[src/rtl/viterbi_pkg.sv]
// Shared constants and trellis helpers for the rate-1/2, K=4 hard-decision Viterbi decoder.
package viterbi_pkg;

    localparam int NUM_STATES = 8;
    localparam int K          = 4;
    localparam logic [3:0] G1 = 4'b1111;
    localparam logic [3:0] G0 = 4'b1101;

    // Encoder register is {in, s2, s1, s0}; each generator taps it MSB-first.
    function automatic logic [1:0] exp_sym(input logic [2:0] pred_state, input logic in_bit);
        logic [3:0] reg_v;
        reg_v = {in_bit, pred_state};
        return {^(reg_v & G1), ^(reg_v & G0)};
    endfunction

    function automatic logic [1:0] hamming2(input logic [1:0] a, input logic [1:0] b);
        logic [1:0] d;
        d = a ^ b;
        return {1'b0, d[1]} + {1'b0, d[0]};
    endfunction

endpackage

[src/rtl/viterbi_acs.sv]
// Add-compare-select for one trellis state; ties resolve to predecessor A.
module viterbi_acs
    import viterbi_pkg::*;
#(
    parameter int MW = 6
) (
    input  logic [MW-1:0] pm_a,
    input  logic [MW-1:0] pm_b,
    input  logic [1:0]    bm_a,
    input  logic [1:0]    bm_b,
    output logic [MW-1:0] pm_new,
    output logic          dec
);

    logic [MW:0]   sum_a_s;
    logic [MW:0]   sum_b_s;
    logic [MW-1:0] cand_a_s;
    logic [MW-1:0] cand_b_s;

    assign sum_a_s = {1'b0, pm_a} + {{(MW-1){1'b0}}, bm_a};
    assign sum_b_s = {1'b0, pm_b} + {{(MW-1){1'b0}}, bm_b};

    // Saturate both candidates so unreachable states never wrap into small metrics.
    always_comb begin
        cand_a_s = sum_a_s[MW-1:0];
        cand_b_s = sum_b_s[MW-1:0];
        if (sum_a_s[MW]) begin
            cand_a_s = {MW{1'b1}};
        end else begin
            cand_a_s = sum_a_s[MW-1:0];
        end
        if (sum_b_s[MW]) begin
            cand_b_s = {MW{1'b1}};
        end else begin
            cand_b_s = sum_b_s[MW-1:0];
        end
    end

    // Strict less-than so an equal pair keeps predecessor A.
    always_comb begin
        dec    = 1'b0;
        pm_new = cand_a_s;
        if (cand_b_s < cand_a_s) begin
            dec    = 1'b1;
            pm_new = cand_b_s;
        end else begin
            dec    = 1'b0;
            pm_new = cand_a_s;
        end
    end

endmodule

[src/rtl/viterbi_decoder.sv]
// 8-state register-exchange Viterbi decoder: one ACS step per accepted symbol, one bit out after TB_DEPTH-1 symbols.
module viterbi_decoder
    import viterbi_pkg::*;
#(
    parameter int TB_DEPTH = 16,
    parameter int MW       = 6
) (
    input  logic       clk,
    input  logic       reset,
    input  logic       in_valid,
    input  logic [1:0] in_sym,
    output logic       out_valid,
    output logic       out_bit
);

    localparam int CW = $clog2(TB_DEPTH);
    localparam logic [CW-1:0] CNT_MAX = CW'(TB_DEPTH - 1);

    logic [MW-1:0]       pm_r        [NUM_STATES];
    logic [TB_DEPTH-1:0] surv_r      [NUM_STATES];
    logic [MW-1:0]       pm_new_s    [NUM_STATES];
    logic [TB_DEPTH-1:0] surv_next_s [NUM_STATES];
    logic [NUM_STATES-1:0] dec_s;
    logic [NUM_STATES-1:0] surv_msb_unused_s;
    logic [CW-1:0]       cnt_r;
    logic [MW-1:0]       min_s;
    logic [2:0]          best_s;

    for (genvar g = 0; g < NUM_STATES; g++) begin : g_state
        localparam logic [2:0] ST = 3'(g);
        localparam logic [2:0] PA = {ST[1:0], 1'b0};
        localparam logic [2:0] PB = {ST[1:0], 1'b1};

        logic [1:0] bm_a_s;
        logic [1:0] bm_b_s;

        assign bm_a_s = hamming2(in_sym, exp_sym(PA, ST[2]));
        assign bm_b_s = hamming2(in_sym, exp_sym(PB, ST[2]));

        viterbi_acs #(.MW(MW)) u_acs (
            .pm_a   (pm_r[PA]),
            .pm_b   (pm_r[PB]),
            .bm_a   (bm_a_s),
            .bm_b   (bm_b_s),
            .pm_new (pm_new_s[g]),
            .dec    (dec_s[g])
        );

        // The oldest bit of each stored survivor is shifted out; only the new survivors feed the output.
        assign surv_next_s[g] = {(dec_s[g] ? surv_r[PB][TB_DEPTH-2:0] : surv_r[PA][TB_DEPTH-2:0]), ST[2]};
        assign surv_msb_unused_s[g] = surv_r[g][TB_DEPTH-1];
    end

    // Minimum new metric and its lowest-index state, shared by normalisation and the output decision.
    always_comb begin
        min_s  = pm_new_s[0];
        best_s = 3'd0;
        for (int i = 1; i < NUM_STATES; i++) begin
            if (pm_new_s[i] < min_s) begin
                min_s  = pm_new_s[i];
                best_s = 3'(i);
            end else begin
                min_s  = min_s;
                best_s = best_s;
            end
        end
    end

    // Metric, survivor, counter and output registers.
    always_ff @(posedge clk) begin
        if (!reset) begin
            for (int i = 0; i < NUM_STATES; i++) begin
                pm_r[i]   <= (i == 0) ? {MW{1'b0}} : {MW{1'b1}};
                surv_r[i] <= {TB_DEPTH{1'b0}};
            end
            cnt_r     <= {CW{1'b0}};
            out_valid <= 1'b0;
            out_bit   <= 1'b0;
        end else if (in_valid) begin
            for (int i = 0; i < NUM_STATES; i++) begin
                pm_r[i]   <= pm_new_s[i] - min_s;
                surv_r[i] <= surv_next_s[i];
            end
            if (cnt_r == CNT_MAX) begin
                cnt_r     <= cnt_r;
                out_valid <= 1'b1;
                out_bit   <= surv_next_s[best_s][TB_DEPTH-1];
            end else begin
                cnt_r     <= cnt_r + CW'(1);
                out_valid <= 1'b0;
                out_bit   <= out_bit;
            end
        end else begin
            out_valid <= 1'b0;
        end
    end

endmodule

[config.mk]
export PLATFORM = sky130hd
export DESIGN_NAME = viterbi_decoder
export DESIGN_NICKNAME = d
export VERILOG_FILES = /design/src/rtl/viterbi_pkg.sv /design/src/rtl/viterbi_acs.sv /design/src/rtl/viterbi_decoder.sv
export SDC_FILE = /design/constraint.sdc
export NUM_CORES = 1
export LEC_CHECK = 0
export CORE_AREA = 2 2 186 188
export CTS_BUF_LIST = sky130_fd_sc_hd__clkbuf_8
export DETAILED_ROUTE_END_ITERATION = 10
export DIE_AREA = 0 0 188 190
export PLACE_DENSITY_LB_ADDON = 0.15
export SLEW_MARGIN = 20
export SYNTH_ARGS = -nofsm -noshare
export SYNTH_HDL_FRONTEND = slang
export SYNTH_HIERARCHICAL = 1
export SYNTH_SLANG_ARGS = --single-unit
[constraint.sdc]
create_clock -name clk -period 23.4 [get_ports clk]
set_input_delay 4.68 -clock clk [delete_from_list [all_inputs] [get_ports clk]]
set_output_delay 4.68 -clock clk [all_outputs]
set_load 0.02 [all_outputs]
==> out/results.txt, run 1 <==
The run finished with clean final reports. The number of hold-slack violations in the final timing report was 0; the setup TNS after final layout was 0 ns. In the synthesized netlist, the cells that appear most often are 186 x sky130_fd_sc_hd__mux2i_1, 156 x sky130_fd_sc_hd__edfxtp_1, 145 x sky130_fd_sc_hd__nor2_1, 122 x sky130_fd_sc_hd__ha_1, 119 x sky130_fd_sc_hd__inv_1.

On the final layout, the worst clock skew is 0.02236 ns. Routed via count: 12,590. In the final routed layout, each cell accounts on average for 20.00 um. The die covers 35,720 um^2. The number of global-route vias before repair was 12,020; the fmax was 0.04530 GHz.

The biggest area contributor in the post-synthesis netlist is sky130_fd_sc_hd__edfxtp_1. The H-tree generated during clock tree synthesis spans 4 levels. sky130_fd_sc_hd__mux2i_1 is the most common cell in the netlist. The tools report the source-to-sink clock delay at the later pin of the worst-skew pair as 0.47 ns.

The share of the cycle needed by the critical path after routing is 94.33%. CTS placed an instance of sky130_fd_sc_hd__clkbuf_8 at the clock tree root. The smallest clock period supported by the final layout is computed as 22.07 ns. TritonCTS built the clock tree. The tools report the quantity of hold-fixing buffers added after cts as 0. Area share of the leading cell type in the synthesized netlist: 30.06%. The min-delay analysis places its worst path in the category flop to flop. CTS saw 163 sinks. The logs give 2 for the maximum buffer depth of the clock tree and 1 for the number of antenna violations at the first check in global routing. For the overall routed net length, the log shows 42,590 um. Data on the critical path is required at its endpoint by 23.64 ns.

At the end of routability-driven placement, the weighted congestion stood at 0.9652. For the pin with the worst max-slew slack, the measured transition is 1.036 ns. The number of antenna-violating nets in the routed design came out at 0. The initial core utilization came out at 45.91%.

The most instantiated flip-flop cell in the synthesis netlist was sky130_fd_sc_hd__edfxtp_1. The clock transition time at the flip-flop clock pins of the worst setup and hold paths is 0.11 ns, and the sum of net half-perimeters after detailed placement is 31,850 um. In this design, the critical path's most frequently occurring cell is sky130_fd_sc_hd__ha_1. The average size of a mapped cell is 9.321 um^2, and the height of the die is 190 um.

Setup violations remaining at the end of the flow were counted as 0. The setup path with the least slack is of type input port to flop. The slowest stage of the critical path is the sky130_fd_sc_hd__a2111oi_4 cell. The total core area was 33,950 um^2.

The critical path capture point type is a flop. STA classifies the critical path startpoint as an input port. After detailed routing, the number of vias per cell comes to 5.913. The logs give 0 for the remaining routing DRC violations and 7 for the top-level port count. Buffers placed on the I/O ports in this run total 6. The flip-flop and latch count after synthesis came out at 163.

The largest net degree at the start of global routing is 67. After global routing the overflow that remains totals 0. For the final net count, the log shows 1,804. For the number of violations of the max-capacitance limit, the log shows 0.

The repair_antennas step left the layout with diodes totalling 0. In this design, the stage delay of the slowest critical-path cell is 0.65 ns. The top fanout value on the critical path was 22.

In the final layout, the share of cells above drive strength 1 is 10.04%. The number of different library cells used by synthesis comes to 98. The cell area that synthesis handed to floorplanning was 15,580 um^2.

The sequential-to-total area share from yosys stat is 30.96%, and the fraction of synthesis flops using an asynchronous set or reset pin is 0%. During synthesis, Yosys emitted a total of 6 warnings. The logs give 30.83% for the relative slew slack and 67,330 um for the first-pass GRT wire length. Ranked by total cell area, the synthesized netlist is headed by sky130_fd_sc_hd__edfxtp_1 30%, sky130_fd_sc_hd__mux2i_1 12%, sky130_fd_sc_hd__ha_1 9.8%, sky130_fd_sc_hd__nor2_1 3.5%, sky130_fd_sc_hd__o21ai_0 3.0%.

The number of clock buffers inserted by TritonCTS is 17. First-pass detailed-route iteration total: 7. For this block, the initial DRC count from the detailed router was 899. Setup repair after global routing left no endpoint under its margin. The number of flops mapped to enable cells by yosys is 156, and the relative area change from synthesis to final layout is 6.527%. The critical path data arrival time is 22.31 ns, and the final count of pins violating max slew is 0. The cell count after synthesis came out at 1,672. The number of standard-cell rows in the floorplan was 68. Total global-route track usage: 24.08%. The horizontal extent of the die is 188 um.
## kinds of logic after synthesis
| family | after synthesis | synth area share, % |
|---|---|---|
| adder cells (fa/ha/maj) | 145 | 12.32 |
| AND/OR/NAND/NOR | 523 | 17.26 |
| AO/OA/AOI/OAI | 394 | 18.25 |
| flip-flops | 163 | 30.96 |
| other | 1 | 0.02406 |
| buffers and inverters | 197 | 5.242 |
| XOR/XNOR | 50 | 2.858 |
| multiplexers | 199 | 13.09 |
## critical path: cells and delay by family
| kind | cells | cell delay [ns] |
|---|---|---|
| multiplexers | 8 | 2.09 |
| AND/OR/NAND/NOR | 14 | 3.35 |
| adder cells (fa/ha/maj) | 14 | 4.51 |
| XOR/XNOR | 1 | 0.13 |
| AO/OA/AOI/OAI | 31 | 6.24 |
| buffers and inverters | 8 | 1.28 |
## cells in the final DEF, fill, tap and decap left out, types with 13 or more instances in the layout
cell / synthesis / routed
sky130_fd_sc_hd__a211oi_1: 13 / 13
sky130_fd_sc_hd__a21o_1: 37 / 37
sky130_fd_sc_hd__a21oi_1: 68 / 68
sky130_fd_sc_hd__a31oi_1: 17 / 17
sky130_fd_sc_hd__a41o_1: 14 / 14
sky130_fd_sc_hd__and3_1: 16 / 16
sky130_fd_sc_hd__buf_4: 3 / 40
sky130_fd_sc_hd__clkbuf_8: 0 / 17
sky130_fd_sc_hd__edfxtp_1: 156 / 156
sky130_fd_sc_hd__fa_1: 16 / 16
sky130_fd_sc_hd__ha_1: 122 / 121
sky130_fd_sc_hd__inv_1: 119 / 119
sky130_fd_sc_hd__mux2i_1: 186 / 181
sky130_fd_sc_hd__nand2_1: 117 / 116
sky130_fd_sc_hd__nand2b_1: 50 / 49
sky130_fd_sc_hd__nand3_1: 42 / 42
sky130_fd_sc_hd__nor2_1: 145 / 145
sky130_fd_sc_hd__nor2b_1: 39 / 39
sky130_fd_sc_hd__nor3_1: 16 / 16
sky130_fd_sc_hd__o21ai_0: 93 / 93
sky130_fd_sc_hd__o31ai_1: 22 / 20
sky130_fd_sc_hd__xnor2_1: 28 / 28
sky130_fd_sc_hd__xor2_1: 21 / 21
## layer usage
metal	vias to the layer above	part of all wire, %	GRT usage [%]
met5	-	0	0
met3	68	4.5	2.435
met2	336	47	39.78
met4	0	3.1	8.510
li1	6142	-	-
met1	6042	46	32.92
## sequential cells by signal, summed over array words and instances (netlist names)
signal     count
pm_r          48
cnt_r          4
out_bit        1
out_valid      1
surv_r       109
## area by class of cell
cell class | instances | area (um^2)
inverters | 120 | 450.4
multi-input cells | 1313 | 10010
clock inverters | 15 | 161.4
repair buffers | 46 | 355.3
clock buffers | 17 | 234.0
flip-flops and latches | 163 | 4825
well taps | 455 | 569.3
fillers | 3186 | 17350
## path summary, 6_finish.rpt
kind                                  from                       end  slack [ns]  depth (start not counted)
setup / recovery                 in_sym[1]  pm_r[0][4]$_SDFFCE_PN0P_        1.33                         76
hold / removal       cnt_r[1]$_SDFFE_PN0P_     cnt_r[1]$_SDFFE_PN0P_        0.50                          2
setup reg to reg  pm_r[0][6]$_SDFFCE_PN1P_  pm_r[0][4]$_SDFFCE_PN0P_        6.34                         72
hold reg to reg      cnt_r[1]$_SDFFE_PN0P_     cnt_r[1]$_SDFFE_PN0P_        0.50                          2
## stage by stage
step	util [%]	instance area [um^2]	hold slack, ns	setup slack, ns	instances
final	48.91	16600	0.5010	1.326	2129
after global routing	48.91	16600	0.5470	0.03115	2129
after CTS	48.70	16530	0.5049	0.9121	2124
after detailed placement	47.54	16140	0.4865	0.4750	2092
after global placement	47.54	16140	0.4748	0.9035	2092
after floorplan	-	15590	0.4605	2.955	1673
## timing repair
action                                  CTS  global route
gates resized for setup                   0             7
setup buffers                             0             5
endpoints found under the setup margin    0            38
Power of run 1 is not shown: default switching activity piles up to over one toggle a cycle in this logic, so the estimate is an artifact.
==> run 2: changes to the inputs <==
==> constraint.sdc (replaced) <==
create_clock -name clk -period 23.4 [get_ports clk]
set_input_delay 5.85 -clock clk [delete_from_list [all_inputs] [get_ports clk]]
set_output_delay 5.85 -clock clk [all_outputs]
set_load 0.02 [all_outputs]
==> run 2 against run 1 <==
Net effect:
- non-clock buffer count grew 16
- worst setup slack lost 0.24 ns
- global-route usage shrank 0.090 points
- worst hold slack lost 0.011 ns
- flip-flop and latch count is the same
- fmax shrank 1.1%
- via count grew 0.58%
- clock-buffer cell count is the same
- register-to-register slack gained 0.86 ns
- critical path type unchanged
==> out/results.txt, run 2 (synthesis results as in run 1) <==
The run finished with clean final reports. The total global-route track usage was 23.99% (-0.090 points); the largest net degree at the start of global routing was 77 (+15%). The source-to-sink clock delay at the later pin of the worst-skew pair was 0.48 ns (about the same). The average routed wire per standard cell is 19.96 um (-0.25%). STA classifies the critical path startpoint as an input port. Met2 global-route usage: 40.80% (+1.0 points).

Quantity of hold-fixing buffers added after cts: 0 (unchanged). Ranked by flip-flop count, first place goes to surv_r. The tools report the top-level port count as 7 (unchanged). The logs give 22.54 ns (+0.23 ns) for the critical path data arrival time and 49.39% (+0.48 points) for the final core utilization. The overall routed net length is 42,800 um (+0.50%). The run gives 861 (-4.2%) as the number of violations reported at the end of detailed-routing iteration 0.

The run gives 0.01859 ns (-0.003775 ns) as the maximum clock skew at final layout. The clock transition time at the flip-flop clock pins of the worst setup and hold paths was 0.09 ns (-0.02 ns). Shortest clock period the worst path allows after layout: 22.32 ns (+0.2436 ns). The relative area change from synthesis to final layout came out at 7.579%. The layer flagged by global routing as most heavily used is met2. The slack of the worst reg-to-reg path is 7.20 ns (+0.86 ns). The met1 track utilization from global routing is 32.45% (-0.48 points), and the number of cells traversed by the worst hold path is 2 (unchanged). The library cell used most frequently in the layout, excluding fill and tap cells, is sky130_fd_sc_hd__mux2i_1. The final count of pins violating max slew came out at 0 (unchanged). The capture endpoint of the worst hold path was cnt_r[1]$_SDFFE_PN0P_. The required time of the critical path was 23.63 ns (about the same). The critical hold path startpoint is cnt_r[1]$_SDFFE_PN0P_. The logs give 17 (unchanged) for the number of clock buffers inserted by TritonCTS and 4 (unchanged) for the CTS H-tree depth.

TritonCTS built the clock tree. The delay of the slowest cell on the worst path was 0.55 ns (-0.10 ns). For the number of hold-slack violations in the final timing report, the log shows 0 (unchanged). Number of antenna-violating nets in the routed design: 0 (unchanged). The final net count was 1,820 (+0.89%). End of the worst register-to-register path: pm_r[0][4]$_SDFFCE_PN0P_.

The routed via count is 12,660 (+0.58%). The largest registers in the layout are surv_r: 109 flops, pm_r: 48 flops, cnt_r: 4 flops. The number of violations of the max-capacitance limit came out at 0 (unchanged). The number of flip-flops under the largest register name was 109 (unchanged); the final weighted congestion of routability-driven global placement was 0.9413 (-2.5%). The average vias per placed instance is 5.903 (-0.17%). The final setup violation count was 0 (unchanged).

The worst setup path is captured at a flop. The quantity of I/O buffers inserted on ports works out to 6 (unchanged). The number of diodes added for antenna fixing came out at 0 (unchanged). The fraction of layout cells with a size suffix above 1 works out to 11.24% (+1.2 points). The top fanout value on the critical path was 8 (-64%); the met3 capacity usage during global routing was 2.859% (+0.42 points).

The critical path's slowest cell was sky130_fd_sc_hd__or4_4. The sum of net half-perimeters after detailed placement was 32,290 um (+1.4%). The reg-to-reg critical path startpoint is pm_r[0][6]$_SDFFCE_PN1P_. The length in cells of the worst reg-to-reg path is 69 (-4.2%). Path category of the worst min-delay check: flop to flop.

The number of antenna violations at the first check in global routing is 0 (-1), and the relative slew slack is 24.92% (-5.9 points). Total core area: 33,950 um^2 (unchanged). The slew of the pin with the lowest slew margin is 1.095 ns (+0.05855 ns), and the final global-route overflow total is 0 (unchanged). The share of the cycle needed by the critical path after routing is 95.38% (+1.0 points).

The height of the die is 190 um (unchanged), and the initial core utilization is 45.91% (unchanged). The tools report the first-pass GRT wire length as 67,090 um (-0.36%). The top cell types in the final layout, fill and taps aside, are 182 x sky130_fd_sc_hd__mux2i_1, 156 x sky130_fd_sc_hd__edfxtp_1, 145 x sky130_fd_sc_hd__nor2_1, 121 x sky130_fd_sc_hd__ha_1, 119 x sky130_fd_sc_hd__inv_1. The fmax is 0.04481 GHz (-1.1%).

The number of global-route vias before repair is 12,050 (+0.24%), and the remaining routing DRC violations is 0 (unchanged). The root buffer selected by CTS is sky130_fd_sc_hd__clkbuf_8. The number of standard-cell rows in the floorplan was 68 (unchanged). The setup path with the least slack is of type input port to flop. The tools report the first-pass detailed-route iteration total as 6 (-1). The horizontal extent of the die was 188 um (unchanged).

The number of sinks on the clock net came out at 163 (unchanged). The tools report the area of the die as 35,720 um^2 (unchanged). Most repeated library cell on the critical path: sky130_fd_sc_hd__ha_1. The tools report the maximum buffer depth of the clock tree as 2 (unchanged).
-- run 2: cell count changes in the layout (fill, tap and decap cells not counted), moves of 2 or more --
cell,previous run,this run
sky130_fd_sc_hd__buf_4,40,55
sky130_fd_sc_hd__clkinvlp_4,0,4
sky130_fd_sc_hd__clkinv_4,4,1
sky130_fd_sc_hd__clkinv_8,3,0
sky130_fd_sc_hd__mux2i_2,6,3
sky130_fd_sc_hd__bufinv_16,0,2
sky130_fd_sc_hd__mux2i_4,2,4
-- run 2: worst max-delay path: cells and delay by family --
family | cells | cell delay [ns]
AO/OA/AOI/OAI | 28 | 5.48
adder cells (fa/ha/maj) | 14 | 4.40
AND/OR/NAND/NOR | 12 | 2.91
multiplexers | 10 | 2.07
buffers and inverters | 9 | 1.61
XOR/XNOR | 1 | 0.21
-- run 2: layout make-up --
class / count / area [um^2]
clock buffers: 17 / 234.0
clock inverters: 15 / 171.4
fillers: 3161 / 17180
inverters: 120 / 454.2
multi-input cells: 1313 / 10020
flip-flops and latches: 163 / 4825
well taps: 455 / 569.3
repair buffers: 62 / 488.0
-- run 2: through the flow --
| step | area (um^2) | setup TNS, ns | hold WS (ns) | worst slack, ns | std cells |
|---|---|---|---|---|---|
| 2_1_floorplan | 15590 | 0 | 0.4605 | 1.785 | 1673 |
| 3_3_place_gp | 16250 | 0 | 0.4746 | 0.6799 | 2106 |
| 3_5_place_dp | 16250 | 0 | 0.4828 | 0.3562 | 2106 |
| 4_1_cts | 16660 | 0 | 0.4955 | 0.7949 | 2138 |
| 5_1_grt | 16770 | -0.06054 | 0.5281 | -0.04198 | 2145 |
| 6_report | 16770 | 0 | 0.4896 | 1.082 | 2145 |
-- run 2: how the worst max path moves through the flow --
stage                          from                   endpoint  depth (start not counted)
after floorplan           in_sym[0]   pm_r[0][4]$_SDFFCE_PN0P_                         85
after global placement    in_sym[0]  pm_r[1][22]$_SDFFCE_PN1P_                         84
after detailed placement  in_sym[0]   pm_r[0][4]$_SDFFCE_PN0P_                         79
after CTS                 in_sym[0]   pm_r[0][4]$_SDFFCE_PN0P_                         79
after global routing      in_sym[1]  pm_r[1][22]$_SDFFCE_PN1P_                         83
final                     in_sym[1]   pm_r[0][4]$_SDFFCE_PN0P_                         74
-- run 2: metal layers --
layer / wire [um] / vias to the layer above / share of wire (%)
met5: 0 / - / 0
met4: 767 / 0 / 1.8
met3: 1749 / 46 / 4.1
met2: 20350 / 283 / 48
met1: 19940 / 6147 / 47
li1: - / 6185 / -
-- run 2: what timing repair did --
item,4_1_cts,5_1_grt
setup endpoints to repair,0,36
gates resized for setup,0,13
endpoints found under the hold margin,0,0
buffers inserted,0,7
Power of run 2 is left out for the same reason.
==> run 3: changes to the inputs <==
--- a/config.mk
+++ b/config.mk
@@ -15,3 +15,4 @@
 export SYNTH_HDL_FRONTEND = slang
 export SYNTH_HIERARCHICAL = 1
 export SYNTH_SLANG_ARGS = --single-unit
+export TNS_END_PERCENT = 20
==> results of run 3 <==
Same layout as run 2: the final DEF is identical, and so are final timing and power.
Power of run 3 is left out for the same reason.
==> patch 1: new RTL, settings of run 1 <==
The parameter `TB_DEPTH` goes from 16 to 32.
--- a/src/rtl/viterbi_decoder.sv
+++ b/src/rtl/viterbi_decoder.sv
@@ -2,7 +2,7 @@
 module viterbi_decoder
     import viterbi_pkg::*;
 #(
-    parameter int TB_DEPTH = 16,
+    parameter int TB_DEPTH = 32,
     parameter int MW       = 6
 ) (
     input  logic       clk,
Behaviour: same outputs for any inputs over 4 cycles, from zero or initial values and one cycle with reset low; that may be too few to reach the edited logic, so the function may still have changed.
==> patch 1 against run 1 <==
First-iteration DRC count up 32%. Critical path depth up 6. Cell count up 18%. Via count up 20%. Synthesized area up 35%. Highest routed layer unchanged. Clock skew down 1.4 ps. Worst hold slack worse by 7.0 ps. Critical endpoint is now pm_r[1][22]. Routed wire length up 14%. Utilization up 17 points. Worst setup slack better by 3.0 ps. Sequential cell count up 129. Design area up 36%. Sequential share of layout area up 9.5 points.
Power is not shown: default switching activity piles up to over one toggle a cycle in this logic, so the estimate is an artifact.
==> patch 1: results (changes against run 1) <==
status: "finished, final reports clean"  # unchanged
diodes: 0  # unchanged
clock_path_buffers: 3  # was 2
placed_cell_area_mm2: 0.0216  # was 0.0161 mm2
vias_per_cell: 6.01  # was 5.91
synth_xor_area_frac: 0.0253  # was 0.0286
synth_cell_type_count: 100  # was 98
r2r_end: "pm_r[1][22]"  # was pm_r[0][4]
routed_wl_mm: 48.7  # was 42.6 mm
clk_pin_slew_ps: 50  # was 110 ps
grtUsageTotal: 0.275  # was 0.241
maxSlewHeadroom: 0.247  # was 0.308
postCtsResizedCells: 0  # unchanged
drtIter0Drc: 1183  # was 899
ys_warn_count: 6  # unchanged
gp_congestion: 0.907  # was 0.965
grt_pass1_wl_mm: 78.7  # was 67.3 mm
synth-edff-count: 284  # was 156
end_kind: "flip-flop"  # unchanged
period_needed_ps: 22070  # about the same
critPathMaxStageDelay_ps: 530  # was 650 ps
synth_ff_type: "edfxtp_1"  # unchanged
rrSetupSlack_ps: 6170  # was 6340 ps
routedWlPerCell_um: 19.4  # was 20.0 um
hpwl_mm: 34.4  # was 31.8 mm
clock-sinks: 292  # was 163
cts_buffers: 46  # was 17
yosys-top-cells-count: "mux2i_1 (308), edfxtp_1 (284), nor2_1 (243), ha_1 (123), inv_1 (118)"  # was mux2i_1 (186), edfxtp_1 (156), nor2_1 (145), ha_1 (122), inv_1 (119)
crit_family: "adder cells"  # was compound AO/OA/AOI/OAI gates
cp-startpoint: "in_sym[1]"  # unchanged
h-tree-depth: 2  # was 4
drive_above_1_share: 0.0970  # was 0.100
antenna_found_initial: 0  # was 1
insertion_delay_ps: 590  # was 470 ps
cp.arrival_ps: 22360  # was 22310 ps
drcViolationCount: 0  # unchanged
reg2regPathDepth: 77  # was 72
crit_path_max_fanout: 15  # was 22
top_regs: "surv_r x237, pm_r x48, cnt_r x5"  # was surv_r x109, pm_r x48, cnt_r x4
hold_ws_ps: 494  # was 501 ps
yosysSeqAreaShare: 0.412  # was 0.310
syn_area_per_cell_um2: 10.5  # was 9.32 um2
skew_ps: 20.9  # was 22.4 ps
grt_max_degree: 88  # was 67
netlist_top_cells_area: "edfxtp_1 (40%), mux2i_1 (15%), ha_1 (7.3%), nor2_1 (4.3%), inv_1 (2.1%)"  # was edfxtp_1 (30%), mux2i_1 (12%), ha_1 (9.8%), nor2_1 (3.5%), o21ai_0 (3.0%)
nNetsFinal: 2158  # was 1804
place_inst: 2421  # was 2092
min_from: "out_bit"  # was cnt_r[1]
async_flop_share: 0  # unchanged
preCtsSetupSlack_ps: 812  # was 475 ps
synth_compound_area_frac: 0.121  # was 0.182
cts_root_buf: "clkbuf_8"  # unchanged
reg2reg_from: "pm_r[0][6]"  # unchanged
synthMuxAreaShare: 0.156  # was 0.131
synthAdderAreaFrac: 0.0988  # was 0.123
min_to: "out_bit"  # was cnt_r[1]
io_buffers: 6  # unchanged
drt_pass1_iterations: 5  # was 7
critPathSlowestCell: "ha_1"  # was a2111oi_4
==> patch 1: cell types whose count changed after synthesis, moves of 10 or more <==
cell      before  now
edfxtp_1     156  284
maj3_1         5   17
mux2i_1      186  308
nand4_1       12    2
nor2_1       145  243
nor2b_1       39   70
o21ai_0       93   80
==> patch 1: layer usage <==
layer / GRT usage / wire, um / vias to the layer above
met1: 0.364 / 21900 / 7271
li1: - / - / 7344
met2: 0.472 / 23500 / 346
met4: 0.0948 / 1510 / 0
met3: 0.0314 / 1860 / 102
met5: 0 / 0 / -
==> patch 1: area by class of cell <==
type / count / area (um2)
Tap cell: 455 / 569
Timing Repair Buffer: 44 / 340
Fill cell: 2613 / 11400
Multi-Input combinational cell: 1511 / 11600
Clock inverter: 38 / 253
Inverter: 119 / 447
Clock buffer: 47 / 647
Sequential cell: 292 / 8690
==> patch 2: new RTL, settings of run 1 <==
Without the edit above. Register the inputs `in_valid` and `in_sym` before use, cleared by the reset. The logic sees them one clock later.
--- a/src/rtl/viterbi_decoder.sv
+++ b/src/rtl/viterbi_decoder.sv
@@ -15,6 +15,19 @@
 
     localparam int CW = $clog2(TB_DEPTH);
     localparam logic [CW-1:0] CNT_MAX = CW'(TB_DEPTH - 1);
+
+    logic in_valid_q;
+    logic [1:0] in_sym_q;
+
+    always_ff @(posedge clk) begin
+        if (!reset) begin
+            in_valid_q <= '0;
+            in_sym_q   <= '0;
+        end else begin
+            in_valid_q <= in_valid;
+            in_sym_q   <= in_sym;
+        end
+    end
 
     logic [MW-1:0]       pm_r        [NUM_STATES];
     logic [TB_DEPTH-1:0] surv_r      [NUM_STATES];
@@ -34,8 +47,8 @@
         logic [1:0] bm_a_s;
         logic [1:0] bm_b_s;
 
-        assign bm_a_s = hamming2(in_sym, exp_sym(PA, ST[2]));
-        assign bm_b_s = hamming2(in_sym, exp_sym(PB, ST[2]));
+        assign bm_a_s = hamming2(in_sym_q, exp_sym(PA, ST[2]));
+        assign bm_b_s = hamming2(in_sym_q, exp_sym(PB, ST[2]));
 
         viterbi_acs #(.MW(MW)) u_acs (
             .pm_a   (pm_r[PA]),
@@ -76,7 +89,7 @@
             cnt_r     <= {CW{1'b0}};
             out_valid <= 1'b0;
             out_bit   <= 1'b0;
-        end else if (in_valid) begin
+        end else if (in_valid_q) begin
             for (int i = 0; i < NUM_STATES; i++) begin
                 pm_r[i]   <= pm_new_s[i] - min_s;
                 surv_r[i] <= surv_next_s[i];
Behaviour: no difference found for any inputs over 10 cycles, from zero or initial values and one cycle with reset low; that may be too few to reach the edited logic, so the function may still have changed.
==> patch 2 against run 1 <==
Maximum frequency rose by 10%. Design area fell by 1.6%. Via count fell by 4.0%. Critical path depth did not move. Synthesized area fell by 1.3%. Routed wire length fell by 6.2%. Worst setup slack improved by 2000 ps. Sequential cell count rose by 3. Critical path type is now flip-flop to flip-flop. Highest routed layer unchanged.
Power is not shown: default switching activity piles up to over one toggle a cycle in this logic, so the estimate is an artifact.
==> patch 2: results (changes against run 1) <==
drtIter0Drc: 695  # was 899
insertion_delay_ps: 480
crit_family: "compound AO/OA/AOI/OAI gates"  # unchanged
vias: 12100  # was 12600
clock_path_buffers: 2  # unchanged
drive_above_1_share: 0.0858  # was 0.100
maxSlewHeadroom: 0.266  # was 0.308
yosysSeqAreaShare: 0.318  # was 0.310
postCtsResizedCells: 0  # unchanged
top_regs: "surv_r x109, pm_r x48, cnt_r x4"  # unchanged
synth-edff-count: 156  # unchanged
gp_congestion: 0.939  # was 0.965
io_buffers: 6  # unchanged
cp.arrival_ps: 20250  # was 22310 ps
grt_max_degree: 80  # was 67
post_cts_buffers: 0  # unchanged
fill_cells: 3153  # was 3186
grtUsageTotal: 0.226  # was 0.241
status: "finished, final reports clean"  # unchanged
nNetsFinal: 1774  # was 1804
skew_ps: 19.0  # was 22.4 ps
grt_pass1_wl_mm: 63.1  # was 67.3 mm
clk_pin_slew_ps: 110  # about the same
hpwl_mm: 30.2  # was 31.8 mm
synth_cell_type_count: 97  # was 98
async_flop_share: 0  # unchanged
h-tree-depth: 4  # unchanged
crit_path_max_fanout: 13  # was 22
critPathMaxStageDelay_ps: 770  # was 650 ps
routedWlPerCell_um: 19.0  # was 20.0 um
critPathSlowestCell: "mux2i_2"  # was a2111oi_4
netlist_top_cells_area: "edfxtp_1 (30%), mux2i_1 (12%), ha_1 (9.9%), nor2_1 (3.6%), nand2_1 (3.1%)"  # was edfxtp_1 (30%), mux2i_1 (12%), ha_1 (9.8%), nor2_1 (3.5%), o21ai_0 (3.0%)
antenna_found_initial: 0  # was 1
cts_buffers: 17  # unchanged
yosys-top-cells-count: "mux2i_1 (183), edfxtp_1 (156), nor2_1 (148), nand2_1 (127), inv_1 (126)"  # was mux2i_1 (186), edfxtp_1 (156), nor2_1 (145), ha_1 (122), inv_1 (119)
cts_root_buf: "clkbuf_8"  # unchanged
diodes: 0  # unchanged
hold_class: "flip-flop to flip-flop"  # unchanged
drt_pass1_iterations: 5  # was 7
ys_warn_count: 6  # unchanged
==> patch 2: cell types whose count changed after synthesis, sizes merged, moves of 9 or more <==
cell    change
a21oi      +11
a21o       -10
nand2      +10
a31oi       -9
clkbuf      -9
o31ai       -9
or4b        +9
==> patch 2: worst reg2reg max path, delay by kind of cell (launching register included) <==
kind	cells	cell delay, ps
adders and majority gates	12	4060
buffers and inverters	7	970
xor gates and xnor gates	1	280
and+or+nand+nor	21	4280
muxes	7	2780
DFF	1	380
AOI/OAI and AO/OA	28	7060
==> patch 2: worst paths after layout <==
path	slack, ps	startpoint	end	cells after the start
worst max-delay path	3370	in_sym_q[0]	pm_r[0][17]	76
worst min-delay path	500	surv_r[1][0]	surv_r[1][0]	1
worst max register to register	3370	in_sym_q[0]	pm_r[0][17]	76
worst min register to register	500	surv_r[1][0]	surv_r[1][0]	1
==> patch 2: logic make-up (layout without fill, tap and decap cells) <==
group                      Yosys count  count (layout)  synth area share
other                                1               2          0.000244
buffers and inverters              189             189            0.0527
DFF                                166             166             0.318
AOI/OAI and AO/OA                  358             358             0.165
muxes                              192             192             0.127
adders and majority gates          148             148             0.127
xor gates and xnor gates            54              54            0.0308
and+or+nand+nor                    535             535             0.180
==> patch 2: metrics by stage <==
step                      instances  utilization  worst slack [ps]  hold slack [ps]  area [um2]
after floorplan                1644            -              6050              461       15400
after global placement         2067        0.468              4100              470       15900
after detailed placement       2067        0.468              3690              481       15900
after CTS                      2099        0.481              3670              503       16300
after global routing           2099        0.481              2070              524       16300
final                          2099        0.481              3370              500       16300
==> patch 2: layout make-up <==
type / instances / share of cell area
clock buffers: 17 / 0.0143
clock inverters: 15 / 0.0133
inverters: 126 / 0.0290
multi-input cells: 1289 / 0.595
flip-flops and latches: 166 / 0.299
well taps: 455 / 0.0349
repair buffers: 31 / 0.0149
==> patch 2: routing by layer <==
| layer | track usage | vias to the layer above | part of all wire |
|---|---|---|---|
| met5 | 0 | - | 0 |
| met4 | 0.0957 | 0 | 0.038 |
| met3 | 0.0327 | 62 | 0.047 |
| met2 | 0.363 | 299 | 0.45 |
| met1 | 0.306 | 5768 | 0.47 |
| li1 | - | 5957 | - |
